[src/rtl/program_sequencer_if.sv]
// Control and status bundle for program_sequencer: the master drives
// control-flow requests, the sequencer returns its program address and stack status.
interface program_sequencer_if #(
    parameter int AW    = 12,
    parameter int DEPTH = 8
);
    localparam int DW = $clog2(DEPTH) + 1;

    // Controls are level inputs sampled on every rising clk; there is no
    // valid/ready pair, so the request present at an edge is the request taken.
    logic          no_inc;
    logic          jmp;
    logic [AW-1:0] jmp_addr;
    logic          br;
    logic [AW-1:0] br_off;
    logic          call;
    logic          ret;

    logic [AW-1:0] addr_out;
    logic [DW-1:0] depth;
    logic          stack_full;
    logic          stack_empty;
    logic          ovf_err;
    logic          unf_err;

    modport master (
        output no_inc, jmp, jmp_addr, br, br_off, call, ret,
        input  addr_out, depth, stack_full, stack_empty, ovf_err, unf_err
    );

    modport slave (
        input  no_inc, jmp, jmp_addr, br, br_off, call, ret,
        output addr_out, depth, stack_full, stack_empty, ovf_err, unf_err
    );
endinterface

[src/rtl/program_sequencer.sv]
// Program address sequencer: sequential/hold, absolute jump, relative branch,
// and call/return through a fixed-depth return stack with sticky error flags.
module program_sequencer #(
    parameter int          AW         = 12,
    parameter int          DEPTH      = 8,
    parameter int unsigned RESET_ADDR = 0
) (
    input  logic               clk,
    input  logic               reset,
    program_sequencer_if.slave bus
);
    localparam int PW = $clog2(DEPTH);
    localparam int DW = PW + 1;

    typedef enum logic [2:0] {
        ACT_SEQ,
        ACT_HOLD,
        ACT_BR,
        ACT_JMP,
        ACT_CALL,
        ACT_CALL_OVF,
        ACT_RET,
        ACT_RET_UNF
    } action_t;

    logic [AW-1:0] stack_mem [DEPTH];
    logic [AW-1:0] addr_q, addr_nxt;
    logic [DW-1:0] depth_q, depth_nxt;
    logic          ovf_q, unf_q;
    logic          full, empty;
    logic [AW-1:0] ret_addr, top_entry;
    action_t       act;

    assign full      = (depth_q == DW'(DEPTH));
    assign empty     = (depth_q == '0);
    assign ret_addr  = addr_q + AW'(1);
    assign top_entry = stack_mem[PW'(depth_q - DW'(1))];

    // Priority ret > call > jmp > br > sequential; error cases still win.
    always_comb begin
        act = bus.no_inc ? ACT_HOLD : ACT_SEQ;
        if (bus.ret)
            act = empty ? ACT_RET_UNF : ACT_RET;
        else if (bus.call)
            act = full ? ACT_CALL_OVF : ACT_CALL;
        else if (bus.jmp)
            act = ACT_JMP;
        else if (bus.br)
            act = ACT_BR;
    end

    always_comb begin
        addr_nxt  = addr_q;
        depth_nxt = depth_q;
        case (act)
            ACT_SEQ:  addr_nxt = ret_addr;
            ACT_BR:   addr_nxt = addr_q + bus.br_off;
            ACT_JMP:  addr_nxt = bus.jmp_addr;
            ACT_CALL: begin
                addr_nxt  = bus.jmp_addr;
                depth_nxt = depth_q + DW'(1);
            end
            ACT_RET: begin
                addr_nxt  = top_entry;
                depth_nxt = depth_q - DW'(1);
            end
            default: ;
        endcase
    end

    always_ff @(posedge clk or negedge reset) begin
        if (!reset) begin
            addr_q  <= AW'(RESET_ADDR);
            depth_q <= '0;
            ovf_q   <= 1'b0;
            unf_q   <= 1'b0;
        end else begin
            addr_q  <= addr_nxt;
            depth_q <= depth_nxt;
            ovf_q   <= ovf_q | (act == ACT_CALL_OVF);
            unf_q   <= unf_q | (act == ACT_RET_UNF);
        end
    end

    // Entries are never cleared: with depth at 0 nothing can read them.
    always_ff @(posedge clk) begin
        if (act == ACT_CALL)
            stack_mem[PW'(depth_q)] <= ret_addr;
    end

    assign bus.addr_out    = addr_q;
    assign bus.depth       = depth_q;
    assign bus.stack_full  = full;
    assign bus.stack_empty = empty;
    assign bus.ovf_err     = ovf_q;
    assign bus.unf_err     = unf_q;
endmodule

[src/flat_wrapper.sv]
// flat-port wrapper written by rule: the top's interface ports become plain ports
module program_sequencer_flat 
#(
    parameter int          AW         = 12,
    parameter int          DEPTH      = 8,
    parameter int unsigned RESET_ADDR = 0
)
  (clk, reset, bus_no_inc, bus_jmp, bus_jmp_addr, bus_br, bus_br_off, bus_call, bus_ret, bus_addr_out, bus_depth, bus_stack_full, bus_stack_empty, bus_ovf_err, bus_unf_err);
  program_sequencer_if #(.AW(AW), .DEPTH(DEPTH)) bus_i ();
  input  logic clk;
  input  logic reset;
  input wire logic [$bits(bus_i.no_inc)-1:0] bus_no_inc;
  input wire logic [$bits(bus_i.jmp)-1:0] bus_jmp;
  input wire logic [$bits(bus_i.jmp_addr)-1:0] bus_jmp_addr;
  input wire logic [$bits(bus_i.br)-1:0] bus_br;
  input wire logic [$bits(bus_i.br_off)-1:0] bus_br_off;
  input wire logic [$bits(bus_i.call)-1:0] bus_call;
  input wire logic [$bits(bus_i.ret)-1:0] bus_ret;
  output wire logic [$bits(bus_i.addr_out)-1:0] bus_addr_out;
  output wire logic [$bits(bus_i.depth)-1:0] bus_depth;
  output wire logic [$bits(bus_i.stack_full)-1:0] bus_stack_full;
  output wire logic [$bits(bus_i.stack_empty)-1:0] bus_stack_empty;
  output wire logic [$bits(bus_i.ovf_err)-1:0] bus_ovf_err;
  output wire logic [$bits(bus_i.unf_err)-1:0] bus_unf_err;
  assign bus_i.no_inc = bus_no_inc;
  assign bus_i.jmp = bus_jmp;
  assign bus_i.jmp_addr = bus_jmp_addr;
  assign bus_i.br = bus_br;
  assign bus_i.br_off = bus_br_off;
  assign bus_i.call = bus_call;
  assign bus_i.ret = bus_ret;
  assign bus_addr_out = bus_i.addr_out;
  assign bus_depth = bus_i.depth;
  assign bus_stack_full = bus_i.stack_full;
  assign bus_stack_empty = bus_i.stack_empty;
  assign bus_ovf_err = bus_i.ovf_err;
  assign bus_unf_err = bus_i.unf_err;
  program_sequencer #(.AW(AW), .DEPTH(DEPTH), .RESET_ADDR(RESET_ADDR)) u_core (.clk(clk), .reset(reset), .bus(bus_i));
endmodule
[config.mk]
export PLATFORM = sky130hd
export DESIGN_NAME = program_sequencer_flat
export DESIGN_NICKNAME = d
export VERILOG_FILES = /design/src/rtl/program_sequencer_if.sv /design/src/rtl/program_sequencer.sv /design/src/flat_wrapper.sv
export SDC_FILE = /design/constraint.sdc
export NUM_CORES = 1
export LEC_CHECK = 0
export CAP_MARGIN = 10
export CORE_MARGIN = 2
export CORE_UTILIZATION = 46
export DETAILED_ROUTE_END_ITERATION = 10
export PLACE_DENSITY = 0.74
export SYNTH_ARGS = -nofsm -noshare
export SYNTH_HDL_FRONTEND = slang
export SYNTH_SLANG_ARGS = --single-unit
[constraint.sdc]
create_clock -name clk -period 6.3 [get_ports clk]
set_input_delay 1.26 -clock clk [delete_from_list [all_inputs] [get_ports clk]]
set_output_delay 1.26 -clock clk [all_outputs]
set_load 0.01 [all_outputs]
==> report_table.html <==
<table>
<tr><th>Metric</th><th>Value</th></tr>
<tr><th colspan="2">Status</th></tr>
<tr><td>Run status</td><td>finished, final reports clean</td></tr>
<tr><th colspan="2">Detailed routing</th></tr>
<tr><td>Post-detailed-route count of antenna-violating nets</td><td>0</td></tr>
<tr><td>Average via count per standard cell</td><td>6.090</td></tr>
<tr><td>Wire length per cell after detailed routing</td><td>21.51 um</td></tr>
<tr><td>Total wirelength of the detailed-routed design</td><td>roughly 13000 um</td></tr>
<tr><td>Vias after detailed routing</td><td>~3800</td></tr>
<tr><td>DRC errors left</td><td>0</td></tr>
<tr><td>Iteration-0 DRC Markers</td><td>338</td></tr>
<tr><td>Number of iterations in the first detailed-routing pass</td><td>5</td></tr>
<tr><th colspan="2">Clock tree</th></tr>
<tr><td>TritonCTS Sinks</td><td>114</td></tr>
<tr><td>Clock tree from TritonCTS</td><td>done</td></tr>
<tr><td>Clk buf depth</td><td>2</td></tr>
<tr><td>Cells resized by post-CTS repair</td><td>0</td></tr>
<tr><td>H-tree depth</td><td>4</td></tr>
<tr><td>Cell at the root of the clock tree</td><td>sky130_fd_sc_hd__clkbuf_16</td></tr>
<tr><td>Cts hold-fix bufs</td><td>0</td></tr>
<tr><td>Clock Latency Late Sink</td><td>between 0.4 and 0.5 ns</td></tr>
<tr><td>Num CTS Buffers</td><td>17</td></tr>
<tr><td>Clock input transition at the sequential cells of the worst setup and hold paths</td><td>roughly 0.060 ns</td></tr>
<tr><td>Post-CTS Repair Setup Buffers</td><td>0</td></tr>
<tr><th colspan="2">Placement</th></tr>
<tr><td>Total instance count after detailed placement</td><td>585</td></tr>
<tr><td>Cell area after placement</td><td>approximately 0.0063 mm2</td></tr>
<tr><td>Half-perimeter wire length after detailed placement</td><td>8874 um</td></tr>
<tr><td>Pre-CTS setup slack</td><td>2.210 ns</td></tr>
<tr><td>Port Buf Inserts</td><td>50</td></tr>
<tr><td>Placer's final routability congestion estimate</td><td>0.8601</td></tr>
<tr><th colspan="2">Power and ir drop</th></tr>
<tr><td>Fraction of power consumed by sequential logic</td><td>0.344</td></tr>
<tr><td>Peak supply drop</td><td>approximately 0.24 mV</td></tr>
<tr><td>Static leakage power</td><td>roughly 2.5 nW</td></tr>
<tr><td>Switching power</td><td>about 1.3 mW</td></tr>
<tr><td>Switching portion of total power</td><td>0.3684</td></tr>
<tr><td>Power density over cell area</td><td>508.1 mW/mm2</td></tr>
<tr><td>Logic gate share of total power</td><td>0.406</td></tr>
<tr><td>Share of total power in the clock network</td><td>0.251</td></tr>
<tr><td>P_int</td><td>2.209 mW</td></tr>
<tr><th colspan="2">Worst setup path</th></tr>
<tr><td>Critical R2R Launch</td><td>u_core.bus.depth[0]</td></tr>
<tr><td>CP max stage delay</td><td>approximately 0.50 ns</td></tr>
<tr><td>Register-to-Register Setup Slack</td><td>2.80 ns</td></tr>
<tr><td>Cell repeated most along the worst path</td><td>sky130_fd_sc_hd__inv_1</td></tr>
<tr><td>Category of the most critical setup path</td><td>flop to output port</td></tr>
<tr><td>Critical path startpoint category</td><td>flop</td></tr>
<tr><td>Element type at the critical path end</td><td>output port</td></tr>
<tr><td>Destination of the worst register-to-register timing path</td><td>u_core.bus.addr_out[6]</td></tr>
<tr><td>Worst path buffer plus inverter count</td><td>4</td></tr>
<tr><td>Crit-path leading delay family</td><td>buffers and inverters</td></tr>
<tr><td>WP depth</td><td>6</td></tr>
<tr><td>Critical-path maximum fanout</td><td>32</td></tr>
<tr><td>Arrival time at the worst endpoint</td><td>2.44 ns</td></tr>
<tr><td>CP Cell Sequence</td><td>buf_4 &gt; inv_1 &gt; ha_1 &gt; nand3b_1 &gt; inv_1 &gt; clkdlybuf4s50_1</td></tr>
<tr><td>Standard cell with the maximum stage delay on the critical path</td><td>sky130_fd_sc_hd__clkdlybuf4s50_1</td></tr>
<tr><td>Cell count of the worst reg-to-reg path</td><td>9</td></tr>
<tr><td>Required time of the worst setup path</td><td>5.04 ns</td></tr>
<tr><th colspan="2">Logic synthesis</th></tr>
<tr><td>Most repeated cell in the gate-level netlist after synthesis</td><td>sky130_fd_sc_hd__edfxtp_1</td></tr>
<tr><td>Ranking of synthesized cells by instance count</td><td>96 x sky130_fd_sc_hd__edfxtp_1, 22 x sky130_fd_sc_hd__nor2_1, 19 x sky130_fd_sc_hd__nand2_1</td></tr>
<tr><td>Cell count after synthesis</td><td>roughly 400</td></tr>
<tr><td>Fraction of post-synthesis cell area in the top cell type by area</td><td>0.5082</td></tr>
<tr><td>Synthesized area</td><td>~0.0057 mm2</td></tr>
<tr><td>Number of storage elements in the synthesis netlist</td><td>114</td></tr>
<tr><td>Primary FF master, synth</td><td>sky130_fd_sc_hd__edfxtp_1</td></tr>
<tr><td>Post-Synthesis Net Count</td><td>about 450</td></tr>
<tr><td>FFs w/ async S/R, synth</td><td>0.1579</td></tr>
<tr><td>EDFF count, synth</td><td>between 90 and 100</td></tr>
<tr><td>Count of different cell masters after synthesis</td><td>between 50 and 60</td></tr>
<tr><td>Warning count from the yosys run</td><td>0</td></tr>
<tr><td>Synthesized area per cell</td><td>14.22 um2</td></tr>
<tr><td>Synth top area cells</td><td>sky130_fd_sc_hd__edfxtp_1 51%, sky130_fd_sc_hd__dfrtp_1 7.9%, sky130_fd_sc_hd__mux4_1 7.9%, sky130_fd_sc_hd__ha_1 3.1%, sky130_fd_sc_hd__mux4_2 2.8%</td></tr>
<tr><td>Most area-hungry cell type in the Yosys netlist</td><td>sky130_fd_sc_hd__edfxtp_1</td></tr>
<tr><td>Proportion of synthesized chip area in sequential cells</td><td>0.5876</td></tr>
<tr><th colspan="2">Global route</th></tr>
<tr><td>Via count of the first global-routing pass</td><td>approximately 3800</td></tr>
<tr><td>Grt total ovfl</td><td>0</td></tr>
<tr><td>Maximum number of pins on one net before global-route repair</td><td>33</td></tr>
<tr><td>First-pass GRT wire length</td><td>roughly 21000 um</td></tr>
<tr><td>Total global-route track usage</td><td>0.2108</td></tr>
<tr><td>Number of antenna violations at the first check in global routing</td><td>0</td></tr>
<tr><th colspan="2">Final layout</th></tr>
<tr><td>Final std cell area, no fill</td><td>0.006883 mm2</td></tr>
<tr><td>Antenna cell count</td><td>0</td></tr>
<tr><td>Final cell count without fillers</td><td>619</td></tr>
<tr><td>Fin nets</td><td>slightly above 500</td></tr>
<tr><td>Number of inserted filler cells in the final layout</td><td>940</td></tr>
<tr><td>Area growth from synthesis to final layout</td><td>21.33%</td></tr>
<tr><td>Share of post-route cells with drive strength above 1</td><td>0.1271</td></tr>
<tr><th colspan="2">Timing</th></tr>
<tr><td>Post-layout min period</td><td>around 3.7 ns</td></tr>
<tr><td>Slew at the pin closest to its max-slew limit</td><td>about 1.2 ns</td></tr>
<tr><td>Count of final max-slew check failures</td><td>0</td></tr>
<tr><td>Worst clock skew</td><td>slightly above 0.008 ns</td></tr>
<tr><td>Fmax achieved</td><td>~270 MHz</td></tr>
<tr><td>Portion of the clock cycle consumed by the worst path in the final layout</td><td>0.5875</td></tr>
<tr><td>RSZ-0062 raised after global routing</td><td>false</td></tr>
<tr><td>Worst hold slack</td><td>around 0.46 ns</td></tr>
<tr><td>Setup Total Neg Slack</td><td>0 ns</td></tr>
<tr><td>Final hold vios</td><td>0</td></tr>
<tr><td>Slew Limit Headroom</td><td>0.2180</td></tr>
<tr><td>Total setup violations reported at the end of the flow</td><td>0</td></tr>
<tr><td>Slack of the critical path</td><td>~2.6 ns</td></tr>
<tr><th colspan="2">Die</th></tr>
<tr><td>Placeable Area</td><td>0.01201 mm2</td></tr>
<tr><td>Site Rows</td><td>40</td></tr>
<tr><td>Height of the die</td><td>115.1 um</td></tr>
<tr><td>Die area</td><td>approximately 0.013 mm2</td></tr>
<tr><td>Number of I/O pins</td><td>a little over 50</td></tr>
<tr><td>Initial core utilization</td><td>0.4723</td></tr>
<tr><td>DIE WIDTH</td><td>approximately 120 um</td></tr>
<tr><th colspan="2">Min path</th></tr>
<tr><td>Startpoint of the tightest hold check path</td><td>u_core.bus.unf_err</td></tr>
<tr><td>Min-Delay Endpoint</td><td>u_core.bus.unf_err</td></tr>
<tr><td>Class of the most critical hold timing path</td><td>flop to flop</td></tr>
<tr><td>Cells on Worst Hold Path</td><td>1</td></tr>
<tr><th colspan="2">Run</th></tr>
<tr><td># Max-Cap Violations</td><td>0</td></tr>
</table>
## power by group through the flow
stage	sequential [mW]	clock, mW	combinational, mW
floorplan	1.19	0	0.926
global placement	1.21	0	1.35
detailed placement	1.21	0	1.39
CTS	1.20	0.887	1.40
global route	1.22	0.919	1.53
finish	1.20	0.876	1.42
## layout make-up
type | count | area [um2] | area share
Clock buffer | 17 | 425.4 | 0.06181
Inverter | 12 | 45.04 | 0.006544
Clock inverter | 15 | 123.9 | 0.01800
Tap cell | 147 | 183.9 | 0.02672
Sequential cell | 114 | 3333 | 0.4843
Multi-Input combinational cell | 254 | 2188 | 0.3179
Timing Repair Buffer | 60 | 583.1 | 0.08471
## sequential cells by signal, summed over array words and instances (netlist names)
register and flops:
u_core.bus.unf_err 1, u_core.bus.ovf_err 1, u_core.bus.addr_out 12, u_core.bus.depth 4, u_core.stack_mem 96
## how the worst max path moves through the flow
stage | to | start | slack (ns)
5_1_grt | bus_stack_full | u_core.bus.depth[0] | 2.44
2_1_floorplan | u_core.stack_mem[0][0] | bus_call | 2.74
3_3_place_gp | u_core.stack_mem[1][7] | bus_call | 2.32
3_5_place_dp | u_core.stack_mem[1][7] | bus_call | 2.21
6_report | bus_stack_full | u_core.bus.depth[0] | 2.60
4_1_cts | bus_stack_full | u_core.bus.depth[0] | 2.57
## cells in the final DEF, fill, tap and decap left out, types with 10 or more instances in the layout
cell and count:
sky130_fd_sc_hd__edfxtp_1 96, sky130_fd_sc_hd__clkdlybuf4s50_1 50, sky130_fd_sc_hd__nor2_1 22, sky130_fd_sc_hd__nand2_1 19
sky130_fd_sc_hd__nor3_1 18, sky130_fd_sc_hd__a21oi_1 18, sky130_fd_sc_hd__dfrtp_1 18, sky130_fd_sc_hd__mux4_1 17
sky130_fd_sc_hd__clkbuf_16 17, sky130_fd_sc_hd__ha_1 14, sky130_fd_sc_hd__inv_1 12, sky130_fd_sc_hd__xnor2_1 11
sky130_fd_sc_hd__o21ai_0 10
## worst reg2reg max path: cells and delay by family (launching register included)
family          cells  cell delay (ns)
compound gates      3             0.54
fa+ha+maj           1             1.08
buf+inv             2             0.63
flops               1             0.32
mux                 2             0.75
simple gates        1             0.07
## metrics by stage
stage	total power, mW	utilization
floorplan	2.120	-
global placement	2.555	0.5254
detailed placement	2.603	0.5254
CTS	3.493	0.5711
global route	3.665	0.5730
finish	3.497	0.5730
## metal layers
metal	track usage	routed length [um]	vias to the layer above
met5	0	0	-
met4	0.07149	207	0
met3	0.04850	825	23
met2	0.3635	6813	139
met1	0.2633	5467	1890
li1	-	-	1718
## kinds of logic (layout without fill, tap and decap cells)
logic type | Yosys count | count (layout) | synth area share
mux | 35 | 35 | 0.1266
simple gates | 103 | 103 | 0.09462
xor+xnor | 18 | 18 | 0.02779
buf+inv | 31 | 104 | 0.02779
flops | 114 | 114 | 0.5876
fa+ha+maj | 15 | 15 | 0.03441
compound gates | 83 | 83 | 0.1012
No activity file was read; power rests on OpenSTA's default activity.
